==> src/rtl/joy_io_sync.sv <==
// joy_io_sync: synchronised and debounced joypad inputs, latched pad outputs and the 68K read mux.
// Defining JOY_IO_PRESS_LATCH_EN adds per-bit sticky press latches cleared by reads.
module joy_io_sync #(
  parameter int NUM_PLAYERS     = 2,
  parameter int IN_WIDTH        = 10,
  parameter int OUT_WIDTH       = 3,
  parameter int DEBOUNCE_CYCLES = 4
) (
  input  logic                             CLK_24M,
  input  logic                             RESET,
  input  logic [NUM_PLAYERS-1:0]           nCTRL_ZONE,
  input  logic                             nSTATUSBZONE,
  input  logic                             nSTATUSCZONE,
  input  logic                             nBITWD0,
  input  logic                             M68K_ADDR_A4,
  input  logic [15:0]                      DATA_IN,
  output logic [15:0]                      DATA_OUT,
  output logic                             DATA_OE,
  input  logic [NUM_PLAYERS*IN_WIDTH-1:0]  PAD_IN,
  input  logic                             nWP,
  input  logic                             nCD2,
  input  logic                             nCD1,
  input  logic                             SYSTEM_MODE,
  output logic [NUM_PLAYERS*OUT_WIDTH-1:0] PAD_OUT
);

  localparam int NB = NUM_PLAYERS * IN_WIDTH;
  localparam int PW = NUM_PLAYERS * OUT_WIDTH;

  logic [NB-1:0] sync1_q;
  logic [NB-1:0] sync2_q;
  logic [NB-1:0] deb_cur;
`ifdef JOY_IO_PRESS_LATCH_EN
  logic [NB-1:0] deb_nxt;
`endif

  always_ff @(posedge CLK_24M) begin
    if (RESET) begin
      sync1_q <= '1;
      sync2_q <= '1;
    end else begin
      sync1_q <= PAD_IN;
      sync2_q <= sync1_q;
    end
  end

  generate
    if (DEBOUNCE_CYCLES == 0) begin : g_bypass
      assign deb_cur = sync2_q;
`ifdef JOY_IO_PRESS_LATCH_EN
      assign deb_nxt = sync1_q;
`endif
    end else begin : g_debounce
      localparam int CW = (DEBOUNCE_CYCLES > 1) ? $clog2(DEBOUNCE_CYCLES) : 1;
      localparam logic [CW-1:0] CNT_LAST = CW'(DEBOUNCE_CYCLES - 1);

      logic [NB-1:0] deb_q;
      logic [NB-1:0] deb_d;
      logic [CW-1:0] cnt_q [NB];
      logic [CW-1:0] cnt_d [NB];

      // A bit is accepted only after DEBOUNCE_CYCLES consecutive disagreeing samples.
      always_comb begin
        deb_d = deb_q;
        for (int i = 0; i < NB; i++) begin
          cnt_d[i] = '0;
          if (sync2_q[i] != deb_q[i]) begin
            if (cnt_q[i] == CNT_LAST) begin
              deb_d[i] = sync2_q[i];
            end else begin
              cnt_d[i] = cnt_q[i] + 1'b1;
            end
          end
        end
      end

      always_ff @(posedge CLK_24M) begin
        if (RESET) begin
          deb_q <= '1;
          for (int i = 0; i < NB; i++) begin
            cnt_q[i] <= '0;
          end
        end else begin
          deb_q <= deb_d;
          for (int i = 0; i < NB; i++) begin
            cnt_q[i] <= cnt_d[i];
          end
        end
      end

      assign deb_cur = deb_q;
`ifdef JOY_IO_PRESS_LATCH_EN
      assign deb_nxt = deb_d;
`endif
    end
  endgenerate

  logic          wd_s1_q;
  logic          wd_s2_q;
  logic          wd_prev_q;
  logic          wr_fire;
  logic [PW-1:0] pad_out_q;
  logic [PW-1:0] pad_out_d;

  // Write strobe is asynchronous: resynchronise, then act once per falling edge.
  assign wr_fire   = wd_prev_q & ~wd_s2_q & ~M68K_ADDR_A4;
  assign pad_out_d = wr_fire ? DATA_IN[PW-1:0] : pad_out_q;

  always_ff @(posedge CLK_24M) begin
    if (RESET) begin
      wd_s1_q   <= 1'b1;
      wd_s2_q   <= 1'b1;
      wd_prev_q <= 1'b1;
      pad_out_q <= '0;
    end else begin
      wd_s1_q   <= nBITWD0;
      wd_s2_q   <= wd_s1_q;
      wd_prev_q <= wd_s2_q;
      pad_out_q <= pad_out_d;
    end
  end

  assign PAD_OUT = pad_out_q;

  generate
    if (PW < 16) begin : g_unused
      logic unused_data;
      assign unused_data = ^DATA_IN[15:PW];
    end
  endgenerate

  logic [NB-1:0] pval_flat;

`ifdef JOY_IO_PRESS_LATCH_EN
  logic [NB-1:0]          latch_q;
  logic [NB-1:0]          latch_d;
  logic [NB-1:0]          latch_clr;
  logic [NUM_PLAYERS-1:0] zone_prev_q;
  logic                   stb_prev_q;
  logic                   stc_prev_q;

  // Clears follow the rising edge of the zone that exposes the bits; a new press wins.
  always_comb begin
    latch_clr = '0;
    for (int p = 0; p < NUM_PLAYERS; p++) begin
      for (int b = 0; b < IN_WIDTH; b++) begin
        if (b < 8 && !zone_prev_q[p] && nCTRL_ZONE[p]) latch_clr[p*IN_WIDTH+b] = 1'b1;
        if (b >= 8 && p < 2 && !stb_prev_q && nSTATUSBZONE) latch_clr[p*IN_WIDTH+b] = 1'b1;
        if (b >= 8 && p >= 2 && !stc_prev_q && nSTATUSCZONE) latch_clr[p*IN_WIDTH+b] = 1'b1;
      end
    end
    latch_d = (latch_q & ~latch_clr) | (deb_cur & ~deb_nxt);
  end

  always_ff @(posedge CLK_24M) begin
    if (RESET) begin
      latch_q     <= '0;
      zone_prev_q <= '1;
      stb_prev_q  <= 1'b1;
      stc_prev_q  <= 1'b1;
    end else begin
      latch_q     <= latch_d;
      zone_prev_q <= nCTRL_ZONE;
      stb_prev_q  <= nSTATUSBZONE;
      stc_prev_q  <= nSTATUSCZONE;
    end
  end

  assign pval_flat = deb_cur & ~latch_q;
`else
  assign pval_flat = deb_cur;
`endif

  logic [1:0] hi [4];
  logic [7:0] rd_byte;

  // Bits 9:8 of absent players or of 9-bit pads read as released.
  always_comb begin
    for (int p = 0; p < 4; p++) begin
      hi[p] = 2'b11;
    end
    for (int p = 0; p < NUM_PLAYERS; p++) begin
      for (int b = 8; b < IN_WIDTH; b++) begin
        hi[p][b-8] = pval_flat[p*IN_WIDTH+b];
      end
    end
  end

  // Later assignments override earlier ones, giving lowest-index CTRL zone top priority.
  always_comb begin
    rd_byte = 8'h00;
    if (!nSTATUSCZONE) rd_byte = {4'hF, hi[3], hi[2]};
    if (!nSTATUSBZONE) rd_byte = {SYSTEM_MODE, nWP, nCD2, nCD1, hi[1], hi[0]};
    for (int p = NUM_PLAYERS - 1; p >= 0; p--) begin
      if (!nCTRL_ZONE[p]) rd_byte = pval_flat[p*IN_WIDTH +: 8];
    end
  end

  assign DATA_OE  = ~(&nCTRL_ZONE) | ~nSTATUSBZONE | ~nSTATUSCZONE;
  assign DATA_OUT = {rd_byte, 8'h00};

endmodule
==> config.mk <==
export PLATFORM = sky130hd
export DESIGN_NAME = joy_io_sync
export DESIGN_NICKNAME = d
export VERILOG_FILES = /design/src/rtl/joy_io_sync.sv
export SDC_FILE = /design/constraint.sdc
export NUM_CORES = 1
export LEC_CHECK = 0
export ABC_CLOCK_PERIOD_IN_PS = 3100
export BUFFER_PORTS_ARGS = -buffer_cell sky130_fd_sc_hd__buf_2
export CORE_ASPECT_RATIO = 0.8
export CORE_MARGIN = 2
export CORE_UTILIZATION = 41
export DETAILED_ROUTE_END_ITERATION = 8
export HOLD_SLACK_MARGIN = 0.08
export PLACE_DENSITY = 0.7
export SYNTH_ARGS = -nofsm -noshare
export SYNTH_HDL_FRONTEND = slang
export SYNTH_SLANG_ARGS = --single-unit
==> constraint.sdc <==
create_clock -name CLK_24M -period 3.1 [get_ports CLK_24M]
set_input_delay 0.155 -clock CLK_24M [delete_from_list [all_inputs] [get_ports CLK_24M]]
set_output_delay 0.155 -clock CLK_24M [all_outputs]
set_load 0.05 [all_outputs]
==> flow_summary.json <==
{
  "status": "finished clean",
  "post_cts_resized": 0,
  "die_w_um": 114,
  "startpoint": "nCTRL_ZONE[0]",
  "die_area_sq_um": 10500,
  "finalSetupViolations": 0,
  "finalCritPeriodShare_pct": 47.7,
  "fp.coreArea_sq_um": 9530,
  "overflow": 0,
  "p_sw_w": 0.000633,
  "htree_num_levels": 3,
  "syn-cell-area_sq_um": 3960,
  "crit_required_ps": 2940,
  "tns_ps": 0,
  "critical_path_class": "input port to output port",
  "postRouteAntennaNets": 0,
  "grt_pass1_wl_mm": 11.1,
  "skew_ps": 4.07,
  "cts_sinks": 109,
  "grt_max_degree": 37,
  "power.density_nw_per_um2": 591,
  "post_drt_via_cell_ratio": 4.46,
  "root_buffer": "clkbuf_16",
  "path_cells": "buf_2 > nand3_1 > o221ai_1 > buf_2",
  "track_usage_pct": 13.3,
  "fin_nets": 531,
  "rr_worst_depth": 3,
  "synthCells": 386,
  "total_leakage_power_nw": 2.11,
  "cts_tree": "done",
  "r2r_slack_ps": 1930,
  "cts_buffer_depth": 2,
  "place_congestion": 0.815,
  "crit_cells": 4,
  "dr.pass1.iters": 4,
  "path_max_fanout": 18,
  "wl_per_cell_um": 11.0,
  "insertedDiodeCount": 0,
  "maxCapViolations": 0,
  "ys_seq_area_share_pct": 55.2,
  "avgSynthCellArea_sq_um": 10.2,
  "cts_buffers": 9,
  "clk_latency_ps": 340,
  "rsz0062_at_grt": "false",
  "path_buf_inv": 2,
  "area_growth_pct": 22.9,
  "p_int_w": 0.00224,
  "slowest_stage": "buf_2",
  "switching_share_pct": 22.0,
  "clockPowerShare_pct": 42.4,
  "drt_iter0_markers": 44,
  "max_freq_mhz": 677,
  "irDropWorstVdd_uv": 467,
  "start_util_pct": 41.5,
  "endpoint_kind": "output port",
  "synth.distinct_cells": 25,
  "crit_family": "buffers and inverters",
  "wl_mm": 6.48,
  "final_max_slew_viol_count": 0,
  "max_stage_delay_ps": 310,
  "yosysWarnings": 0,
  "nFillCells": 834,
  "pwr-share-seq_pct": 50.5,
  "hold_path_class": "input port to flip-flop",
  "dp_hpwl_mm": 4.25,
  "numPortBuffers": 52,
  "whs_ps": 218,
  "drc": 0,
  "endpoint": "DATA_OUT[9]",
  "worst_pin_slew_ps": 717,
  "timing.rr.end": "PAD_OUT[4]",
  "rr_startpoint": "wd_s2_q",
  "p_comb_share_pct": 7.1,
  "grt_pass1_vias": 2615,
  "cpMostUsedCell": "buf_2",
  "critPathArrivalTime_ps": 1320,
  "vias": 2619,
  "period_minus_slack_ps": 1480,
  "drive_gt1_share_pct": 25.2,
  "hold_violations": 0,
  "cp-start-kind": "input port",
  "antenna_found_initial": 0,
  "cts.clk_slew.worst_paths_ps": 70,
  "pin_count": 71,
  "die_h_um": 91.9,
  "synth.ff_latch_count": 109,
  "relSlewSlack_pct": 52.2,
  "fp-row-count": 32
}
worst min-delay path, delay by kind of cell:
family        cells  cell delay (ps)
buf+inv           1              110
mux               1              130
simple gates      2              140
cells in the final DEF (no fill, tap or decap), types with 9 or more instances in the layout:
cell type,netlist,routed
buf_2,6,52
nand2_1,21,21
xnor2_1,20,20
clkbuf_16,0,9
dlygate4sd3_1,0,27
or3_1,20,20
dfxtp_1,109,109
inv_1,29,29
or2_2,43,43
nor2_1,46,46
mux2i_1,18,18
ha_1,20,20
worst min path at each step:
stage                 start           to  slack, ps  depth (start not counted)
2_1_floorplan     PAD_IN[0]   sync1_q[0]        260                          1
3_3_place_gp      PAD_IN[5]   sync1_q[5]        340                          2
3_5_place_dp     PAD_IN[13]  sync1_q[13]        340                          2
4_1_cts        M68K_ADDR_A4   PAD_OUT[0]        220                          4
5_1_grt        M68K_ADDR_A4   PAD_OUT[2]        230                          4
6_report       M68K_ADDR_A4   PAD_OUT[2]        220                          4
kinds of logic (layout without fill, tap and decap cells):
group	Yosys count	after routing	share of synthesized area (%)
xor+xnor	20	20	4.43
buf+inv	50	125	6.07
fa+ha+maj	20	20	6.33
simple gates	150	150	20.0
mux	18	18	4.55
compound gates	18	18	3.42
other cells	1	8	0.0948
flops	109	109	55.2
what timing repair did:
item,CTS,global route
hold buffers,27,0
hold endpoints to repair,27,0
buffers inserted,0,0
cells in the mapped netlist, drive strengths merged:
| cell type | count | area share, % |
|---|---|---|
| ha | 20 | 6.3 |
| mux2i | 18 | 4.6 |
| buf | 16 | 2.8 |
| o211ai | 8 | 1.5 |
| o221ai | 6 | 1.3 |
| nor2 | 52 | 5.3 |
| nand2b | 3 | 0.47 |
| o22ai | 2 | 0.32 |
| or3 | 20 | 3.2 |
| o21ai | 2 | 0.25 |
| nand3b | 6 | 1.1 |
| and3 | 2 | 0.32 |
| nand4 | 1 | 0.16 |
| or2 | 43 | 6.8 |
| dfxtp | 109 | 55 |
| nand3 | 1 | 0.13 |
| xnor2 | 20 | 4.4 |
| conb | 1 | 0.095 |
| nor3b | 1 | 0.47 |
| inv | 29 | 2.8 |
| clkbuf | 5 | 0.47 |
| nand2 | 21 | 2.0 |
final cells by class:
cell class              count  area (sq um)  area share, %
flip-flops and latches    109          2180           44.9
multi-input cells         234          1560           32.1
repair buffers             80           538           11.1
clock buffers              10           229           4.71
well taps                 119           149           3.06
inverters                  29           109           2.24
clock inverters             6          93.8           1.93
power by group through the flow:
stage          clock network [W]  logic [W]  registers (W)
2_1_floorplan                  0   0.000137        0.00148
3_3_place_gp                   0   0.000177        0.00148
3_5_place_dp                   0   0.000180        0.00148
4_1_cts                  0.00124   0.000206        0.00145
5_1_grt                  0.00129   0.000224        0.00145
6_report                 0.00122   0.000205        0.00145
per-stage QoR:
stage / instances / util (%) / area (sq um) / setup WS (ps) / power [W]
6_report: 587 / 51.0 / 4860 / 1620 / 0.00287
5_1_grt: 587 / 51.0 / 4860 / 1470 / 0.00297
4_1_cts: 587 / 51.0 / 4860 / 1590 / 0.00290
3_5_place_dp: 544 / 44.8 / 4270 / 1590 / 0.00166
3_3_place_gp: 544 / 44.8 / 4270 / 1610 / 0.00166
2_1_floorplan: 393 / - / 3980 / 1560 / 0.00162
routing by layer:
metal / share of wire (%) / track usage [%] / wire length (um)
met1: 44 / 14.7 / 2870
met2: 50 / 24.4 / 3250
met3: 3.8 / 3.97 / 246
met4: 1.6 / 4.47 / 106
met5: 0 / 0 / 0
flip-flops by register name (all words and copies together) (netlist names):
name              flops
PAD_OUT               6
deb_cur              20
g_debounce.cnt_q     40
sync1_q              20
sync2_q              20
wd_prev_q             1
wd_s1_q               1
wd_s2_q               1
No activity file was read; power rests on OpenSTA's default activity.
